## src/rtl/adder_operand_seq.sv

```systemverilog
// Sequencer around the board 4-bit adder: debounced presses load A, then B/cin, then the registered sum.
// A clean press reaches the operand registers DEBOUNCE_CYCLES+3 edges after the button edge; there is no backpressure.
module adder_operand_seq #(
  parameter int DEBOUNCE_CYCLES = 1000000
) (
  input  logic       clk,
  input  logic       rst_n,
  input  logic       btn_next,
  input  logic [3:0] sw_data,
  input  logic       sw_cin,
  output logic [3:0] a_out,
  output logic [3:0] b_out,
  output logic       cin_out,
  input  logic [3:0] sum_in,
  input  logic       cout_in,
  output logic [4:0] result,
  output logic       result_valid,
  output logic [1:0] state_led
);

  localparam int CNT_W = (DEBOUNCE_CYCLES > 2) ? $clog2(DEBOUNCE_CYCLES) : 1;
  localparam logic [CNT_W-1:0] CNT_LAST = CNT_W'(DEBOUNCE_CYCLES - 1);

  localparam logic [1:0] LOAD_A = 2'b00;
  localparam logic [1:0] LOAD_B = 2'b01;
  localparam logic [1:0] SETTLE = 2'b10;
  localparam logic [1:0] SHOW   = 2'b11;

  logic             sync_q1;
  logic             sync_q2;
  logic             db;
  logic [CNT_W-1:0] cnt;
  logic             press;
  logic [1:0]       state;

  always_ff @(posedge clk or negedge rst_n) begin
    if (!rst_n) begin
      sync_q1 <= 1'b0;
      sync_q2 <= 1'b0;
    end else begin
      sync_q1 <= btn_next;
      sync_q2 <= sync_q1;
    end
  end

  // A level is accepted only after DEBOUNCE_CYCLES consecutive clocks away from db;
  // only the accepted rising level yields the one-cycle press pulse.
  always_ff @(posedge clk or negedge rst_n) begin
    if (!rst_n) begin
      db    <= 1'b0;
      cnt   <= '0;
      press <= 1'b0;
    end else begin
      press <= 1'b0;
      if (sync_q2 == db) begin
        cnt <= '0;
      end else if (cnt == CNT_LAST) begin
        db    <= sync_q2;
        cnt   <= '0;
        press <= sync_q2;
      end else begin
        cnt <= cnt + CNT_W'(1);
      end
    end
  end

  always_ff @(posedge clk or negedge rst_n) begin
    if (!rst_n) begin
      state        <= LOAD_A;
      a_out        <= 4'd0;
      b_out        <= 4'd0;
      cin_out      <= 1'b0;
      result       <= 5'd0;
      result_valid <= 1'b0;
    end else begin
      case (state)
        LOAD_A: begin
          if (press) begin
            a_out <= sw_data;
            state <= LOAD_B;
          end
        end
        LOAD_B: begin
          if (press) begin
            b_out   <= sw_data;
            cin_out <= sw_cin;
            state   <= SETTLE;
          end
        end
        // The adder has had the full previous cycle to settle on the new operands.
        SETTLE: begin
          result       <= {cout_in, sum_in};
          result_valid <= 1'b1;
          state        <= SHOW;
        end
        default: begin
          if (press) begin
            result_valid <= 1'b0;
            state        <= LOAD_A;
          end
        end
      endcase
    end
  end

  assign state_led = state;

endmodule

```

## config.mk

```make
export PLATFORM = sky130hd
export DESIGN_NAME = adder_operand_seq
export DESIGN_NICKNAME = d
export VERILOG_FILES = /design/src/rtl/adder_operand_seq.sv
export SDC_FILE = /design/constraint.sdc
export NUM_CORES = 1
export LEC_CHECK = 0
export ABC_AREA = 0
export CORE_ASPECT_RATIO = 1.75
export CORE_MARGIN = 1.5
export CORE_UTILIZATION = 35
export CTS_BUF_LIST = sky130_fd_sc_hd__clkbuf_16
export DETAILED_ROUTE_END_ITERATION = 8
export HOLD_SLACK_MARGIN = 0.03
export PLACE_DENSITY = 0.65
export SETUP_SLACK_MARGIN = 0.3
export SYNTH_ARGS = -nofsm -noshare
export SYNTH_HDL_FRONTEND = slang
export SYNTH_SLANG_ARGS = --single-unit
```

## constraint.sdc

```tcl
create_clock -name clk -period 1.8 [get_ports clk]
set_input_delay 0.36 -clock clk [delete_from_list [all_inputs] [get_ports clk]]
set_output_delay 0.36 -clock clk [all_outputs]
set_load 0.005 [all_outputs]
```

# After elaboration in Yosys (flattened, before gate mapping)
# Index checks and enable logic that the tools add are counted.
# W data, S select, Z words.
[totals]
input_bits = 13
regBits = 41
output_inout_bits = 17
[classes]
muxes = 10
n_eq_ne = 6
n_bitwise = 2
add_sub_neg = 1
reduce_logical = 8
[op_table]
columns = ["op", "count"]
rows = [
  ["$mux W20", 2],
  ["$add A20 B1 Y20 const B", 1],
  ["$eq A20 B20 Y1 const B", 1],
  ["$reduce_and A2 Y1", 4],
  ["$mux W2", 3],
  ["$pmux W2 S3", 1],
  ["$ne A2 B2 Y1 const B", 2],
  ["$mux W1", 3],
  ["$reduce_and A3 Y1", 1],
  ["$eq A2 B1 Y1 const B", 1],
  ["$eq A2 B2 Y1 const B", 1],
  ["$logic_not A2 Y1", 1],
  ["$not A1 Y1", 2],
  ["$pmux W1 S2", 1],
  ["$reduce_bool A2 Y1", 1],
  ["$reduce_or A2 Y1", 1],
  ["$eq A1 B1 Y1", 1],
]

# Longest topological paths before layout
[depth]
word_depth = 4
ltp_mapped = 6
mapped_depth_nobuf = 5

# Worst setup path before layout
# Ideal clock, no wire load.
[synth_timing]
kind = "flip-flop to flip-flop"
startpoint = "register cnt[0]"
endpoint = "register cnt[18]"
stages_incl_launch_ff = 6
synth_period_minus_slack_ns = 1.746
setup_slack_ns = 0.054
setup_ns = 0.126
arrival_time_ns = 1.620
cell_sequence = "dfrtp_1 > ha_1 > nand4_1 > or4_2 > o21ai_0 > a21oi_1"
[synth_between]
elab_chain_cells = 3
word_cells_on_any_way = 4
classes_between = "1 x add/sub; 1 x eq/ne; 2 x mux"
[synth_lines]
columns = ["element", "line", "text"]
rows = [
  ["start, declared", "32", "logic [CNT_W-1:0] cnt;"],
  ["start signal, assigned", "62", "cnt <= cnt + CNT_W'(1);"],
  ["$add A20 B1 Y20 / $eq A20 B20 Y1 (equally long branches)", "62, 57", ""],
  ["$mux W20 (*)", "57", "end else if (cnt == CNT_LAST) begin"],
  ["$mux W20 (*)", "55", "if (sync_q2 == db) begin"],
]
# Mark *: on every way between the ends. The rest lies on a longest branch, timed or not.
# A chain may end at the register's enable or synchronous reset.

# Final worst setup path
[layout_timing]
startpoint = "register cnt[7]"
endpoint = "register db"
[layout_between]
elab_chain_cells = 2
[layout_lines]
columns = ["element", "line", "text"]
rows = [
  ["$eq A20 B20 Y1", "57", ""],
  ["$reduce_and A2 Y1 (no line)", "--", ""],
  ["end signal, assigned", "58", "db <= sync_q2;"],
  ["end, declared", "31", "logic db;"],
]
# Every way passes these cells.

==> results.md <==
- Detailed placement HPWL: approximately 2700 µm
- Mean area per synthesized cell: 11.4 µm²
- Gate Count Post-Synth: 164
- Net count after synthesis: 182
- Most used standard cell by instance count after synthesis: dfrtp_1
- Number of I/O pins: 30
- Final global-route overflow total: 0
- Core area: 5210 µm²
- CTS tree: done
- Largest net degree at the start of global routing: 42
- TritonCTS Buffers: 5
- Share of synthesized flip-flops with an asynchronous set or reset: 100%
- Finished Core Util: roughly half
- WL met2: 2300 µm
- Upper clock frequency limit: 0.603 GHz
- Failing checks: DRC
- Number of antenna-violating nets in the routed design: 0
- Share of the cycle needed by the critical path after routing: 92.1%
- DR WL/cell: 14.4 µm
- Count of synthesis-stage warnings from yosys: 0
- Clock transition at path regs: approximately 0.06 ns
- WL met3: 134 µm
- Global-route wire length before repair: 6610 µm
- Area used by multi-input combinational logic: 886 µm²
- Data required time of the critical path: 1.96 ns
- Worst ir drop on vdd: 0.424 mV
- WL final: 3960 µm
- Overall die width: between 50 and 60 µm
- Chip Height: 99.6 µm
- Final design instance area without fill: between 2000 and 3000 µm²
- DRC violations left: 5
- Primary FF master, synth: dfrtp_1
- Antenna cell count: 0
- Net total in the final layout: 237
- Result of the run: complete, but fails checks
- Share of synthesized area occupied by flip-flops and latches: between 50% and 60%
- Arrival time at the worst endpoint: 1.82 ns
- Signed area change from the synthesized netlist to the final layout: 43.2%
- Type of the setup path with the least slack: reg2reg
- Final setup skew: 0.00522 ns
- Master cell of the clock root buffer: clkbuf_16
- Clock period minus worst slack: 1.66 ns
- Rel. slew slack: 65.7%
- Area of placed instances: 2320 µm²
- DR pass1 iterations: 8
- Netlist Area Pre-Place: ~1900 µm²
- Number of enable flip-flop cells after synthesis: 0
- Starting density of the core: 35.8%
- Post-synthesis cell type with the largest combined area: dfrtp_1
- CP Max Fanout: 3
- CP startpoint kind: flop
- Number of hold violations in the final report: 0
- DIE AREA: 5790 µm²
- Insertion delay to the later sink of the worst-skew pair: 0.28 ns
- Global-route total usage across every layer: 15.0%
- Top Metal Used: met4
- FF/Latch Area: 1030 µm²
- Area contributors post-synth: dfrtp_1 (55%), mux2_2 (9.7%), xnor2_1 (5.2%), nor2_1 (4.0%), ha_1 (3.4%)
- Mean number of vias per cell: 5.10
- Synth top area share: 55.0%
- Unrepaired setup endpoints after global routing: yes
- Iter 0 DRT Violations: 59
- Overall power: 2.05 mW
- Register bit total from synthesis: 41
- Maximum capacitance violations: 0
- Antenna violations before repair: 0
- Static leakage power: 1.28 nW
- Routability cong.: 0.767
- CTS H-tree lvls: 2
- Synth unique cells: 31
- Count of final setup violators: 0
- Number of clock sinks: 41
- Routed via count: 1402
- Power density relative to cell area: 766 nW/µm²
- Clock Path Buffers: 2
- Vias in the first global route: 1413
- Commonest cells post-synth: dfrtp_1 (41), nor2_1 (20), mux2_2 (16)
- Max Transition Viols Final: 0
- Endpoint kind of the worst setup timing path: flop
- Post-Route Setup TNS: 0 ns
- Path class of the lowest-slack min-delay path: in2async
- # fillers: 481
- Met1 routed wirelength after detailed routing: between 1000 and 1500 µm
- Std-Cell Rows: 35
- Slew at the pin with the worst max-slew slack: 0.515 ns
- Fraction of layout cells with a size suffix above 1: 33.2%
- Port Buffer Count: 29
-- registers in the layout, indices dropped and copies added (netlist names) --
| register | count |
|---|---|
| press | 1 |
| cnt | 20 |
| sync_q1 | 1 |
| result | 5 |
| db | 1 |
| result_valid | 1 |
| b_out | 4 |
| state_led | 2 |
| sync_q2 | 1 |
| a_out | 4 |
| cin_out | 1 |
-- cells in the final DEF (no fill, tap or decap), drive strengths merged --
cell type and count:
nand4bb 1, clkinv 1, inv 9, a22o 1, o21ai 3, clkdlybuf4s50 12
a221oi 1, xnor2 11, xor2 4, nand2 9, nor2 20, o22ai 1
and3 1, dlymetal6s2s 12, or3 2, nor4 4, buf 23, or2 1
nor2b 1, or4b 1, o31ai 1, dlygate4sd2 4, dfrtp 41, nand4 6
a21oi 5, nand3 7, bufinv 1, ha 5, and3b 1, or4 2
clkinvlp 1, mux2 16, clkbuf 5, nor3 7
-- worst max-delay path, stage by stage, from the launching register on --
cell     delay, ns
dfrtp_1       0.41
or4b_4        0.59
nor3_4        0.23
mux2_4        0.31
-- worst paths after layout --
kind / slack (ns) / cells after the start / endpoint / start
max in group asynchronous: 1.28 / 2 / cnt[8]$_DFF_PN0_ / rst_n
worst min register to register: 0.35 / 0 / sync_q2$_DFF_PN0_ / sync_q1$_DFF_PN0_
worst max register to register: 0.14 / 3 / db$_DFFE_PN0P_ / cnt[7]$_DFF_PN0_
worst max-delay path: 0.14 / 3 / db$_DFFE_PN0P_ / cnt[7]$_DFF_PN0_
min in group clk: 0.35 / 0 / sync_q2$_DFF_PN0_ / sync_q1$_DFF_PN0_
worst min-delay path: 0.14 / 2 / result[0]$_DFFE_PN0P_ / rst_n
-- layer usage --
layer	GRT usage (%)	vias up
met3	3.12	6
li1	-	676
met4	7.33	0
met1	15.3	691
met2	27.9	29
met5	0	-
-- final cells by class --
| class | count | share of cell area [%] |
|---|---|---|
| Tap cell | 55 | 2.58 |
| Inverter | 9 | 1.27 |
| Sequential cell | 41 | 38.7 |
| Clock inverter | 3 | 1.55 |
| Timing Repair Buffer | 51 | 18.1 |
| Clock buffer | 5 | 4.69 |
| Multi-Input combinational cell | 111 | 33.2 |
-- power breakdown --
| part | leakage [nW] | switching [mW] | internal, mW | total [mW] |
|---|---|---|---|---|
| combinational | 0.664 | 0.0441 | 0.0564 | 0.100 |
| sequential | 0.537 | 0.0112 | 0.940 | 0.951 |
| clock | 0.0775 | 0.346 | 0.648 | 0.994 |
-- stage by stage --
| step | worst slack [ns] | hold WS [ns] | std cells |
|---|---|---|---|
| floorplan | 0.179 | 0.0644 | 164 |
| global placement | 0.103 | 0.340 | 254 |
| detailed placement | 0.0998 | 0.338 | 254 |
| CTS | 0.142 | 0.155 | 272 |
| global route | 0.0631 | 0.176 | 275 |
| finish | 0.142 | 0.136 | 275 |
-- cells by family after synthesis --
family / after synthesis / share of synthesized area, %
and+or+nand+nor: 63 / 18.1
DFF: 41 / 55.0
muxes: 16 / 9.66
xor gates and xnor gates: 15 / 7.05
AOI/OAI and AO/OA: 12 / 4.23
buffers and inverters: 12 / 2.55
adders and majority gates: 5 / 3.36
-- repair_timing --
action,4_1_cts,5_1_grt
pin swaps,3,4
hold buffers,0,0
setup endpoints to repair,27,41
setup buffers,10,3
resized for setup,9,27
endpoints found under the hold margin,0,0
No activity file was read; power rests on OpenSTA's default activity.
